[src/rtl/player_shot_controller.sv]
// Player projectile controller: spawns, moves and retires up to four upward shots and flags boss collisions.
// Define PLAYER_SHOT_AUTOFIRE_EN to make holding fire spawn repeatedly; by default only a fire rising edge requests a shot.
module player_shot_controller #(
   parameter int unsigned SHOT_SPEED = 4,
   parameter int unsigned SHOT_W     = 4,
   parameter int unsigned SHOT_H     = 8,
   parameter int unsigned COOLDOWN   = 6
) (
   input  logic       clk_master_i,
   input  logic       rst_i,
   input  logic       pulse_cycleStep_i,
   input  logic       fire_i,
   input  logic [9:0] playerX_i,
   input  logic [8:0] playerY_i,
   input  logic [9:0] bossLocX_i,
   input  logic [8:0] bossLocY_i,
   input  logic [9:0] bossWidth_i,
   input  logic [8:0] bossHeight_i,
   output logic [9:0] shot1X_o,
   output logic [9:0] shot2X_o,
   output logic [9:0] shot3X_o,
   output logic [9:0] shot4X_o,
   output logic [8:0] shot1Y_o,
   output logic [8:0] shot2Y_o,
   output logic [8:0] shot3Y_o,
   output logic [8:0] shot4Y_o,
   output logic [3:0] shotActive_o,
   output logic       bossHit_o
);
   // state       | meaning
   // SLOT_IDLE   | slot free, coordinates hold their last value
   // SLOT_ACTIVE | projectile live, moves up once per tick
   typedef enum logic {SLOT_IDLE, SLOT_ACTIVE} slot_state_t;

   localparam int unsigned CD_W = $clog2(COOLDOWN + 1);
   localparam logic [8:0]  SPEED9  = 9'(SHOT_SPEED);
   localparam logic [8:0]  SHOT_H9 = 9'(SHOT_H);
   localparam logic [10:0] SHOT_W11 = 11'(SHOT_W);
   localparam logic [10:0] SHOT_H11 = 11'(SHOT_H);
   // Loaded one short so that consecutive spawns land exactly COOLDOWN ticks apart.
   localparam logic [CD_W-1:0] CD_LOAD = CD_W'(COOLDOWN - 1);

   slot_state_t     slot_q [4];
   slot_state_t     slot_d [4];
   logic [9:0]      x_q [4];
   logic [9:0]      x_d [4];
   logic [8:0]      y_q [4];
   logic [8:0]      y_d [4];
   logic [CD_W-1:0] cooldown_q, cooldown_d;
   logic            pending_q, pending_d;
   logic            prev_fire_q;
   logic            hit_q, hit_d;
   logic            req;
   logic            placed;
   logic [8:0]      y_mv;

   function automatic logic collide(input logic [9:0] x, input logic [8:0] y);
      logic [10:0] sx, sy;
      sx = {1'b0, x};
      sy = {2'b00, y};
      return (sx + SHOT_W11 > {1'b0, bossLocX_i})
          && (sx < {1'b0, bossLocX_i} + {1'b0, bossWidth_i})
          && (sy + SHOT_H11 > {2'b00, bossLocY_i})
          && (sy < {2'b00, bossLocY_i} + {2'b00, bossHeight_i});
   endfunction

`ifdef PLAYER_SHOT_AUTOFIRE_EN
   assign req = fire_i;
`else
   assign req = fire_i & ~prev_fire_q;
`endif

   always_comb begin
      slot_d     = slot_q;
      x_d        = x_q;
      y_d        = y_q;
      cooldown_d = cooldown_q;
      pending_d  = pending_q | req;
      hit_d      = 1'b0;
      placed     = 1'b0;
      y_mv       = '0;
      if (pulse_cycleStep_i) begin
         pending_d = 1'b0;
         for (int i = 0; i < 4; i++) begin
            if (slot_q[i] == SLOT_ACTIVE) begin
               if (y_q[i] < SPEED9) begin
                  slot_d[i] = SLOT_IDLE;
               end else begin
                  y_mv   = y_q[i] - SPEED9;
                  y_d[i] = y_mv;
                  if (collide(x_q[i], y_mv)) begin
                     slot_d[i] = SLOT_IDLE;
                     hit_d     = 1'b1;
                  end
               end
            end
         end
         // Only slots idle at tick start are candidates; slots freed above wait a tick.
         if ((pending_q | req) && cooldown_q == '0 && playerY_i >= SHOT_H9) begin
            for (int i = 0; i < 4; i++) begin
               if (!placed && slot_q[i] == SLOT_IDLE) begin
                  slot_d[i] = SLOT_ACTIVE;
                  x_d[i]    = playerX_i;
                  y_d[i]    = playerY_i - SHOT_H9;
                  placed    = 1'b1;
               end
            end
         end
         if (placed)
            cooldown_d = CD_LOAD;
         else if (cooldown_q != '0)
            cooldown_d = cooldown_q - 1'b1;
      end
   end

   always_ff @(posedge clk_master_i) begin
      if (rst_i) begin
         for (int i = 0; i < 4; i++) begin
            slot_q[i] <= SLOT_IDLE;
            x_q[i]    <= '0;
            y_q[i]    <= '0;
         end
         cooldown_q  <= '0;
         pending_q   <= 1'b0;
         prev_fire_q <= 1'b0;
         hit_q       <= 1'b0;
      end else begin
         slot_q      <= slot_d;
         x_q         <= x_d;
         y_q         <= y_d;
         cooldown_q  <= cooldown_d;
         pending_q   <= pending_d;
         prev_fire_q <= fire_i;
         hit_q       <= hit_d;
      end
   end

   assign shot1X_o = x_q[0];
   assign shot2X_o = x_q[1];
   assign shot3X_o = x_q[2];
   assign shot4X_o = x_q[3];
   assign shot1Y_o = y_q[0];
   assign shot2Y_o = y_q[1];
   assign shot3Y_o = y_q[2];
   assign shot4Y_o = y_q[3];
   assign shotActive_o = {slot_q[3] == SLOT_ACTIVE, slot_q[2] == SLOT_ACTIVE,
                          slot_q[1] == SLOT_ACTIVE, slot_q[0] == SLOT_ACTIVE};
   assign bossHit_o = hit_q;

endmodule

[config.mk]
export PLATFORM = sky130hd
export DESIGN_NAME = player_shot_controller
export DESIGN_NICKNAME = d
export VERILOG_FILES = /design/src/rtl/player_shot_controller.sv
export SDC_FILE = /design/constraint.sdc
export NUM_CORES = 1
export LEC_CHECK = 0
export ABC_CLOCK_PERIOD_IN_PS = 4180
export CORE_ASPECT_RATIO = 0.8
export CORE_MARGIN = 3
export CORE_UTILIZATION = 51
export DETAILED_ROUTE_END_ITERATION = 12
export PLACE_DENSITY_LB_ADDON = 0.1
export SYNTH_ARGS = -nofsm -noshare
export SYNTH_HDL_FRONTEND = slang
export SYNTH_SLANG_ARGS = --single-unit
[constraint.sdc]
create_clock -name clk_master_i -period 4.18 [get_ports clk_master_i]
set_input_delay 0.836 -clock clk_master_i [delete_from_list [all_inputs] [get_ports clk_master_i]]
set_output_delay 0.836 -clock clk_master_i [all_outputs]
set_load 0.01 [all_outputs]
# Word-level counts from Yosys, hierarchy flattened
# Index checks and enable logic that the tools add are counted.
[totals]
regBits = 86
input_bits = 61
out_inout_bits = 81
word_cells = 147
[classes]
addsub = 16
magnitude_cmp = 21
n_mux = 56
n_bitwise = 8
n_reduce_logical = 30
[ops]
columns = ["operator", "count"]
rows = [
  ["$mux 9", 12],
  ["$add 10x3->11 const B", 4],
  ["$gt 11x10->1", 4],
  ["$lt 10x11->1", 4],
  ["$add 9x4->10 const B", 4],
  ["$gt 10x9->1", 4],
  ["$mux 1", 40],
  ["$lt 9x3->1 const B", 4],
  ["$mux 36", 1],
  ["$sub 9x3->9 const B", 4],
  ["$lt 9x11->1", 3],
  ["$logic_and 1x1->1", 17],
  ["$reduce_and 3->1", 4],
  ["$add 10x10->11", 1],
  ["$add 9x9->10", 1],
  ["$lt 9x10->1", 1],
  ["$ge 9x4->1 const B", 1],
  ["$sub 9x4->9 const B", 1],
  ["$mux 3", 2],
  ["$not 1->1", 6],
  ["$mux 4", 1],
  ["$reduce_or 2->1", 2],
  ["$logic_not 1->1", 3],
  ["$logic_not 3->1", 1],
  ["6 further kinds", 6],
]

# Depth between registers and ports, before layout
# Gate-level depths: netlist of run 1.
[logic_depth]
word_depth = 24
ltp_mapped = 19

# Worst setup path before layout of run 1
# No wires, ideal clock.
[synth_path]
path_kind = "input port to flip-flop"
start = "in bossLocX_i[0]"
end = "reg hit_q (netlist: bossHit_o)"
setup_ps = 77
t_arrival_ps = 4088
setup_slack_ps = 15
stages = 13
n_path_buf = 0
cell_sequence = "ha_1 > fa_1 > a211oi_1 > o21bai_1 > a21oi_1 > xor2_1 > ha_1 > and3_1 > a22o_1 > o41ai_1 > a211oi_1 > or4_4 > a41oi_2"
[synth_between]
elab_chain_cells = 17
[synth_rtl]
columns = ["item", "line", "source"]
rows = [
  ["start, declared", "15", "input logic [9:0] bossLocX_i,"],
  ["$add 10x10->11", "62", "&& (sx < {1'b0, bossLocX_i} + {1'b0, bossWidth_i})"],
  ["$lt 10x11->1", "62", ""],
  ["$logic_and 1x1->1", "62", ""],
  ["$logic_and 1x1->1", "63", "&& (sy + SHOT_H11 > {2'b00, bossLocY_i})"],
  ["$logic_and 1x1->1", "64", "&& (sy < {2'b00, bossLocY_i} + {2'b00, bossHeight_i});"],
  ["$mux 1", "91", "if (collide(x_q[i], y_mv)) begin"],
  ["$mux 1", "86", "if (y_q[i] < SPEED9) begin"],
  ["$mux 1", "85", "if (slot_q[i] == SLOT_ACTIVE) begin"],
  ["$mux 1", "91", ""],
  ["$mux 1", "86", ""],
  ["$mux 1", "85", ""],
  ["$mux 1", "91", ""],
  ["$mux 1", "86", ""],
  ["$mux 1", "85", ""],
  ["$mux 1", "91", ""],
  ["$mux 1", "86", ""],
  ["$mux 1 (*)", "85", ""],
  ["end signal, assigned", "134", "hit_q <= hit_d;"],
  ["end, declared", "52", "logic hit_q, hit_d;"],
]
# Every way passes the cells marked *; elsewhere a longest branch is shown, timed or not.
# A chain may end at the register's enable or synchronous reset.

# Worst setup path in the final report of run 1
[layout_path]
start = "in bossLocX_i[2]"
end = "reg hit_q (netlist: bossHit_o)"
# The elaborated chain is that of the path after synthesis.

==> qor.txt, run 1 <==
Chip Width -> 155.4 um
Setup TNS -> 0 ns
Syn Inst Count -> 1199
IO Pins -> 142
GRT overflow -> 0
Most frequent cells in the layout -> nand2_1 (166), ha_1 (156), clkdlybuf4s50_1 (130)
RD Place Congestion -> 1.004
Hold endpoint -> cooldown_q[2]$_SDFFE_PP0P_
Hold_sp -> cooldown_q[2]$_SDFFE_PP0P_
Pins over their slew limit -> 0
Commonest non-fill, non-tap cell in the layout -> nand2_1
Clock Sinks -> 86
R2r setup slk -> 0.27 ns
Clk slew on worst S/H paths -> 0.07 ns
Buffers from clock root to sink, at most -> 2
DRC -> 0
Final Critical Period -> 4.090 ns
Total number of yosys warnings -> 0
Core area -> 0.01743 sq mm
Cts hold-fix bufs -> 0
Status -> complete, no violations
Vias in the first global route -> 9305
Clock latency at the later pin of the worst-skew pair -> 0.35 ns
TritonCTS clock tree -> built
Port bufs -> 141
Worst Setup Path Type -> input pin to register
Largest net degree at the start of global routing -> 42
Wirelength per Cell -> 20.38 um
Synth cell types -> 65
Arrival time at the worst endpoint -> 4.37 ns
Slew Limit Headroom -> 48.22%
Nets -> 1626
Cell Rows -> 43
Vias -> 9969
Final setup fails -> 0
Detailed Routing Iterations Pass 1 -> 6
Total Routing Usage GR -> 32.98%
Max Cap Viol -> 0
Diodes inserted -> 0
Die Y-Extent -> 125.5 um
Maximum VDD drop -> 0.2212 mV
Share of flip-flops with an asynchronous set or reset -> 0%
DRT iter0 DRCs -> 967
Via/cell ratio -> 6.127
Seq/Total Area, Yosys -> 18.91%
Hold Path Class -> register to register
CTS Buf Count -> 9
Worst Setup SP -> bossLocX_i[2]
Final core utilization -> 68.60%
Worst hold path depth -> 2
Startpoint Class -> input pin
Syn Nets -> 1428
Starting density of the core -> 52.22%
Crit Reg-Reg Startpoint -> shot1Y_o[2]$_SDFFE_PP0P_
Measured slew at the worst slew-check pin -> 0.7767 ns
DRT Wirelength -> 33.16 mm
PwrDens -> 285.5 mW/mm^2
Prevailing post-synth register cell -> dfxtp_1
Clock Skews -> 0.01090 ns
Lkg Pwr -> 0.005148 uW
Max FO, Critical Path -> 4
Syn Std Cell Area -> 0.009102 sq mm
Fmax -> 244.5 MHz
WP data required -> 4.46 ns
DRT antenna net count -> 0
Hpwl dp -> 25.99 mm
Reg2reg end -> bossHit_o$_SDFF_PP0_
Layout cells sized above 1 -> 12.05%
CTS Root Cell -> clkbuf_16
Worst Setup End Kind -> register
FF-to-FF path depth -> 14
First-pass GRT wire length -> 51.02 mm
Flops & latches, synth -> 86
Avg Synthesized Cell Area -> 7.592 sq um
Initial antenna violation count -> 1
H-tree levels -> 3
Number of flops mapped to enable cells by yosys -> 0
Final Hold Fails -> 0
Synth-to-layout area growth -> 31.38%
Final clock period utilization by the worst path -> 97.85%
Die area -> 0.01950 sq mm
flip-flops by register name, summed over array words and instances (netlist names), 9 cells and up:
signal and cells:
shot1X_o 10, shot3X_o 10, shot3Y_o 9, shot2X_o 10, shot4Y_o 9, shot4X_o 10, shot2Y_o 9, shot1Y_o 9
layout make-up:
cell class	instances	area, sq um
fill	1543	5473
tap	225	281.5
clock inverter	6	93.84
clock buffer	10	229.0
sequential	86	1722
multi-input combinational	994	7259
inverter	79	296.5
timing repair buffer	227	2077
worst max-delay path: stages:
cell and delay [ns]:
clkdlybuf4s50_1 0.42, ha_1 0.31, buf_4 0.16, a21o_1 0.16, a21oi_1 0.20, xor2_1 0.25, ha_1 0.29, a21oi_1 0.12
o21ai_0 0.16, o2111a_1 0.22, o41ai_2 0.40, a211oi_2 0.14, or4_4 0.51, a41oi_2 0.19
power breakdown:
| group | switching [uW] | total, uW | internal (uW) |
|---|---|---|---|
| Sequential | 59.6 | 910 | 851 |
| Clock | 378 | 909 | 531 |
| Combinational | 862 | 1600 | 733 |
through the flow:
stage / cells / power, uW / setup WS [ns] / area [sq um] / hold WS [ns]
6_report: 1627 / 3414 / 0.08991 / 11960 / 0.4851
5_1_grt: 1627 / 3596 / -0.05838 / 11960 / 0.4952
4_1_cts: 1620 / 3283 / 0.007439 / 11680 / 0.4783
3_5_place_dp: 1601 / 2312 / -0.6735 / 11220 / 0.4704
3_3_place_gp: 1601 / 2292 / -0.4905 / 11220 / 0.4627
2_1_floorplan: 1199 / 1778 / 0.01505 / 9102 / 0.4447
synth_stat cells, types with 3 or more instances:
| library cell | instances | area (sq um) |
|---|---|---|
| a31oi_1 | 12 | 75.07 |
| a21o_1 | 15 | 112.6 |
| o21a_1 | 17 | 127.6 |
| nor3b_1 | 7 | 52.55 |
| or3_1 | 6 | 37.54 |
| nand2_1 | 168 | 630.6 |
| a2111oi_0 | 5 | 43.79 |
| or2_2 | 10 | 62.56 |
| o31ai_1 | 3 | 22.52 |
| xnor2_1 | 41 | 359.1 |
| xor2_1 | 32 | 280.3 |
| o21ai_0 | 54 | 270.3 |
| a22oi_1 | 5 | 37.54 |
| o22ai_1 | 7 | 43.79 |
| and3_1 | 13 | 81.33 |
| nor2_1 | 71 | 266.5 |
| nor2b_1 | 14 | 87.58 |
| o2111ai_1 | 7 | 61.31 |
| o211a_1 | 3 | 30.03 |
| nor3_1 | 30 | 150.1 |
| nand2b_1 | 15 | 93.84 |
| o21bai_1 | 5 | 37.54 |
| o221ai_1 | 6 | 52.55 |
| dfxtp_1 | 86 | 1722 |
| a21oi_1 | 126 | 630.6 |
| o211ai_1 | 12 | 90.09 |
| clkbuf_1 | 40 | 150.1 |
| ha_1 | 166 | 2077 |
| nand3_1 | 44 | 220.2 |
| mux2i_1 | 9 | 90.09 |
| a211o_1 | 6 | 52.55 |
| inv_1 | 79 | 296.5 |
| nand4_1 | 16 | 100.1 |
| a221oi_1 | 5 | 43.79 |
| nor4_1 | 5 | 31.28 |
| nand3b_1 | 3 | 22.52 |
| o41ai_1 | 5 | 43.79 |
| a211oi_1 | 14 | 105.1 |
repair_timing:
| action | in CTS | in global routing |
|---|---|---|
| endpoints found under the setup margin | 5 | 5 |
| cloned | 0 | 0 |
| resized for setup | 25 | 49 |
| setup buffers | 3 | 7 |
| pin swaps | 14 | 43 |
cells by family after synthesis:
group                      synth area share (%)
and+or+nand+nor                           20.88
AOI/OAI and AO/OA                         23.27
adders and majority gates                 23.26
buffers and inverters                     4.907
DFF                                       18.91
xor gates and xnor gates                  7.780
muxes                                    0.9897
worst max-delay path by stage:
| stage | end | slack (ns) | depth (start not counted) |
|---|---|---|---|
| after floorplan | bossHit_o$_SDFF_PP0_ | 0.02 | 13 |
| after global placement | bossHit_o$_SDFF_PP0_ | -0.49 | 14 |
| after detailed placement | bossHit_o$_SDFF_PP0_ | -0.67 | 14 |
| after CTS | bossHit_o$_SDFF_PP0_ | 0.007 | 18 |
| after global routing | bossHit_o$_SDFF_PP0_ | -0.06 | 15 |
| final | bossHit_o$_SDFF_PP0_ | 0.09 | 14 |
per-layer routing:
layer	wire length, um	share of wire, %	track usage [%]
met1	15110	46	49.46
met2	13120	40	45.55
met3	4421	13	11.73
met4	483	1.5	5.919
met5	27	0.081	0
No activity file was read; power rests on OpenSTA's default activity.
==> run 2, diff against run 1 <==
--- a/config.mk
+++ b/config.mk
@@ -9,6 +9,7 @@
 export CORE_ASPECT_RATIO = 0.8
 export CORE_MARGIN = 3
 export CORE_UTILIZATION = 51
+export CTS_BUF_LIST = sky130_fd_sc_hd__clkbuf_16
 export DETAILED_ROUTE_END_ITERATION = 12
 export PLACE_DENSITY_LB_ADDON = 0.1
 export SYNTH_ARGS = -nofsm -noshare
==> qor.txt, run 2 (same netlist as run 1, synthesis figures left out) <==
Maximum VDD drop -> 0.2205 mV
Layout cells sized above 1 -> 12.05%
PwrDens -> 285.5 mW/mm^2
Max FO, Critical Path -> 4
DRT Wirelength -> 33.17 mm
Clock power frac -> 26.6%
Synth-to-layout area growth -> 31.38%
Initial antenna violation count -> 1
Final clock period utilization by the worst path -> 98.02%
Chip Width -> 155.4 um
Wirelength per Cell -> 20.39 um
Switching pwr -> 1301 uW
Lkg Pwr -> 0.005152 uW
Clock Sinks -> 86
Final Critical Period -> 4.097 ns
Largest net degree at the start of global routing -> 42
Final instance area -> 0.01196 sq mm
Pins over their slew limit -> 0
Switching part of the total power -> 38.11%
Hold Path Class -> register to register
WP data required -> 4.47 ns
Final core utilization -> 68.60%
Multi-input gate area -> 0.007259 sq mm
Starting density of the core -> 52.22%
Detailed Routing Iterations Pass 1 -> 5
Cell Chain, Critical Path -> clkdlybuf4s50_1, ha_1, buf_4, a21o_1, a21oi_1, xor2_1, buf_4, ha_1, a21o_1, a31oi_4, o221ai_2, o41ai_2, a211oi_2, or3_4, a41oi_2
Final Hold Slack -> 0.4819 ns
Clock Skews -> 0.01154 ns
Cell Rows -> 43
Startpoint Class -> input pin
Crit path largest cell delay -> 0.42 ns
Slowest cell on the critical path -> clkdlybuf4s50_1
Total Routing Usage GR -> 32.98%
Via/cell ratio -> 6.138
Combinational Power Share -> 46.8%
Cell-internal power -> 2113 uW
Measured slew at the worst slew-check pin -> 0.7699 ns
Vias -> 9986
Clk slew on worst S/H paths -> 0.07 ns
Status -> complete, no violations
GRT overflow -> 0
Max Cap Viol -> 0
Fillers -> 1543
DRT iter0 DRCs -> 967
Most frequent cells in the layout -> nand2_1 (166), ha_1 (156), clkdlybuf4s50_1 (130)
Vias in the first global route -> 9305
Fmax -> 244.1 MHz
First-pass GRT wire length -> 51.02 mm
RD Place Congestion -> 1.004
CTS Buf Count -> 9
Largest delay share family, worst path -> compound AO/OA/AOI/OAI gates
Cts hold-fix bufs -> 0
Die Y-Extent -> 125.5 um
Die area -> 0.01950 sq mm
IO Pins -> 142
DP Area -> 0.01122 sq mm
Buf+Inv Stages, Crit Path -> 3
Sequential Power Share -> 26.7%
TritonCTS clock tree -> built
Final Hold Fails -> 0
PnR Total Power -> 3414 uW
Commonest non-fill, non-tap cell in the layout -> nand2_1
Core area -> 0.01743 sq mm
H-tree levels -> 3
DRC -> 0
Arrival time at the worst endpoint -> 4.38 ns
Slew Limit Headroom -> 48.67%
Nets -> 1626
Diodes inserted -> 0
Port bufs -> 141
CTS Root Cell -> clkbuf_16
FF/Latch Area -> 0.001722 sq mm
Worst Setup Path Type -> input pin to register
Worst Setup End Kind -> register
Buffers from clock root to sink, at most -> 2
Final setup fails -> 0
Hpwl dp -> 25.99 mm
Clock latency at the later pin of the worst-skew pair -> 0.35 ns
DRT antenna net count -> 0
## run 2: final timing paths
| path | start | to | slack [ns] | cells past startpoint |
|---|---|---|---|---|
| setup / recovery | bossLocX_i[2] | bossHit_o$_SDFF_PP0_ | 0.08 | 15 |
| hold / removal | cooldown_q[2]$_SDFFE_PP0P_ | cooldown_q[2]$_SDFFE_PP0P_ | 0.48 | 2 |
| setup reg to reg | shot1Y_o[2]$_SDFFE_PP0P_ | bossHit_o$_SDFF_PP0_ | 0.27 | 14 |
| hold reg to reg | cooldown_q[2]$_SDFFE_PP0P_ | cooldown_q[2]$_SDFFE_PP0P_ | 0.48 | 2 |
## run 2: what timing repair did
item	CTS	global route
setup buffers	3	7
pin swaps	14	43
endpoints found under the setup margin	5	5
resized for setup	25	49
## run 2: layer usage
layer,vias up,track usage [%],part of all wire [%]
met5,-,0,0.081
met4,4,5.919,1.4
met3,52,11.73,14
met2,498,45.55,40
met1,4697,49.46,45
li1,4735,-,-
## run 2: worst register-to-register path: cells and delay by family, from the launching register on
kind	cells	cell delay [ns]
flip-flops	1	0.35
AND/OR/NAND/NOR	5	1.41
adder cells (fa/ha/maj)	2	0.60
XOR/XNOR	2	0.45
AO/OA/AOI/OAI	4	0.79
buffers and inverters	1	0.24
## run 2: power groups by stage
stage	clock, uW	combinational, uW	sequential [uW]
after floorplan	0	868	910
after global placement	0	1370	926
after detailed placement	0	1390	926
after CTS	910	1460	908
after global routing	941	1740	914
final	907	1600	910
## run 2: metrics by stage
step | instances | setup slack [ns] | setup TNS, ns
after floorplan | 1199 | 0.01505 | 0
after global placement | 1601 | -0.4905 | -1.851
after detailed placement | 1601 | -0.6735 | -2.528
after CTS | 1620 | 0.007439 | 0
after global routing | 1627 | -0.05838 | -0.08742
final | 1627 | 0.08268 | 0
## run 2: cell type report
| class | instances | share of cell area [%] |
|---|---|---|
| multi-input cells | 994 | 60.70 |
| repair buffers | 227 | 17.37 |
| clock inverters | 7 | 0.8161 |
| flip-flops and latches | 86 | 14.40 |
| clock buffers | 9 | 1.883 |
| well taps | 225 | 2.354 |
| inverters | 79 | 2.480 |
==> run 3, diff against run 2 <==
--- a/config.mk
+++ b/config.mk
@@ -9,7 +9,7 @@
 export CORE_ASPECT_RATIO = 0.8
 export CORE_MARGIN = 3
 export CORE_UTILIZATION = 51
-export CTS_BUF_LIST = sky130_fd_sc_hd__clkbuf_16
+export CTS_BUF_LIST = sky130_fd_sc_hd__clkbuf_4 sky130_fd_sc_hd__clkbuf_8 sky130_fd_sc_hd__clkbuf_16
 export DETAILED_ROUTE_END_ITERATION = 12
 export PLACE_DENSITY_LB_ADDON = 0.1
 export SYNTH_ARGS = -nofsm -noshare
==> qor.txt, run 3 (same netlist as run 1, synthesis figures left out) <==
Status -> complete, no violations
Initial antenna violation count -> 1
Clk slew on worst S/H paths -> 0.08 ns
Most frequent cells in the layout -> nand2_1 (166), ha_1 (156), clkdlybuf4s50_1 (130)
Fillers -> 1543
DRT antenna net count -> 0
Commonest non-fill, non-tap cell in the layout -> nand2_1
Detailed Routing Iterations Pass 1 -> 5
Measured slew at the worst slew-check pin -> 0.7777 ns
Final Critical Period -> 4.116 ns
First-pass GRT wire length -> 51.02 mm
Switching pwr -> 1302 uW
Final clock period utilization by the worst path -> 98.46%
Layout cells sized above 1 -> 12.13%
Vias in the first global route -> 9309
Pins over their slew limit -> 0
Clock Skews -> 0.01348 ns
Final instance area -> 0.01196 sq mm
WP data required -> 4.47 ns
PwrDens -> 286.2 mW/mm^2
Arrival time at the worst endpoint -> 4.40 ns
Maximum VDD drop -> 0.2223 mV
Max FO, Critical Path -> 4
RD Place Congestion -> 1.004
FF/Latch Area -> 0.001722 sq mm
Clock latency at the later pin of the worst-skew pair -> 0.36 ns
Sequential Power Share -> 26.6%
Max Cap Viol -> 0
Core area -> 0.01743 sq mm
CTS Root Cell -> clkbuf_16
H-tree levels -> 3
Die area -> 0.01950 sq mm
Diodes inserted -> 0
Final Hold Fails -> 0
Clock Sinks -> 86
# placed instances -> 1601
Startpoint Class -> input pin
Cell Rows -> 43
Via/cell ratio -> 6.146
Total Routing Usage GR -> 32.98%
M2 GR Usage -> 45.55%
DRC -> 0
Worst Setup End Kind -> register
Busiest grt layer -> met1
Switching part of the total power -> 38.03%
Final Non-Filler Cells -> 1627
Global routing usage on met3 -> 11.73%
Largest net degree at the start of global routing -> 42
Synth-to-layout area growth -> 31.42%
Wirelength per Cell -> 20.39 um
CTS Buf Count -> 9
Multi-input gate area -> 0.007259 sq mm
IO Pins -> 142
Vias -> 9999
Buffers from clock root to sink, at most -> 2
Fmax -> 243.0 MHz
DP Area -> 0.01122 sq mm
Hold Path Class -> register to register
Cts hold-fix bufs -> 0
GRT overflow -> 0
Nets -> 1626
DRT iter0 DRCs -> 959
Final setup fails -> 0
Starting density of the core -> 52.22%
Slew Limit Headroom -> 48.15%
DRT Wirelength -> 33.18 mm
Port bufs -> 141
TritonCTS clock tree -> built
Cell-internal power -> 2122 uW
Chip Width -> 155.4 um
Worst Setup Path Type -> input pin to register
Combinational Power Share -> 46.6%
Clock power frac -> 26.8%
Die Y-Extent -> 125.5 um
Lkg Pwr -> 0.005152 uW
Hpwl dp -> 25.99 mm
Final core utilization -> 68.63%
Met1 usage in global routing -> 49.47%
[run 3: cell count changes in the layout (fill, tap and decap cells not counted)]
cell / before / now
clkbuf_4: 0 / 1
inv_1: 78 / 77
[run 3: through the flow]
step | hold slack [ns] | total power (uW) | setup slack [ns] | TNS, ns
finish | 0.4830 | 3424 | 0.06421 | 0
CTS | 0.4783 | 3292 | 0.007439 | 0
global route | 0.4952 | 3603 | -0.05838 | -0.08742
floorplan | 0.4447 | 1778 | 0.01505 | 0
global placement | 0.4627 | 2292 | -0.4905 | -1.851
detailed placement | 0.4704 | 2312 | -0.6735 | -2.528
[run 3: worst paths after layout]
path	depth (start not counted)	slack [ns]	to	from
max	14	0.06	bossHit_o$_SDFF_PP0_	bossLocX_i[2]
min reg2reg	2	0.48	cooldown_q[2]$_SDFFE_PP0P_	cooldown_q[2]$_SDFFE_PP0P_
max reg2reg	14	0.28	bossHit_o$_SDFF_PP0_	shot1Y_o[2]$_SDFFE_PP0P_
min	2	0.48	cooldown_q[2]$_SDFFE_PP0P_	cooldown_q[2]$_SDFFE_PP0P_
[run 3: routing by layer]
layer  vias to the layer above  part of all wire [%]
met5                         -                 0.078
met4                         4                   1.3
met3                        48                    14
met2                       549                    40
met1                      4662                    45
li1                       4736                     -
[run 3: final cells by class]
cell class | instances | area share [%]
clock buffers | 10 | 1.945
clock inverters | 6 | 0.7844
inverters | 79 | 2.479
multi-input cells | 994 | 60.68
flip-flops and latches | 86 | 14.39
well taps | 225 | 2.353
repair buffers | 227 | 17.36
[run 3: critical path, stage by stage]
cell	delay (ns)
clkdlybuf4s50_1	0.42
ha_1	0.32
buf_4	0.16
a21o_1	0.16
a21oi_1	0.21
xor2_1	0.26
ha_1	0.29
a21oi_1	0.12
o21ai_0	0.15
o2111a_1	0.23
o41ai_2	0.40
a211oi_2	0.14
or4_4	0.50
a41oi_2	0.20
[run 3: what timing repair did]
item,4_1_cts,5_1_grt
resized for setup,25,49
endpoints found under the setup margin,5,5
pin swaps,14,43
setup buffers,3,7
cloned,0,0
[run 3: power groups by stage]
| stage | Clock [uW] | Sequential (uW) | Combinational [uW] |
|---|---|---|---|
| after CTS | 921 | 908 | 1460 |
| after global routing | 950 | 914 | 1740 |
| after floorplan | 0 | 910 | 868 |
| final | 919 | 910 | 1590 |
| after global placement | 0 | 926 | 1370 |
| after detailed placement | 0 | 926 | 1390 |
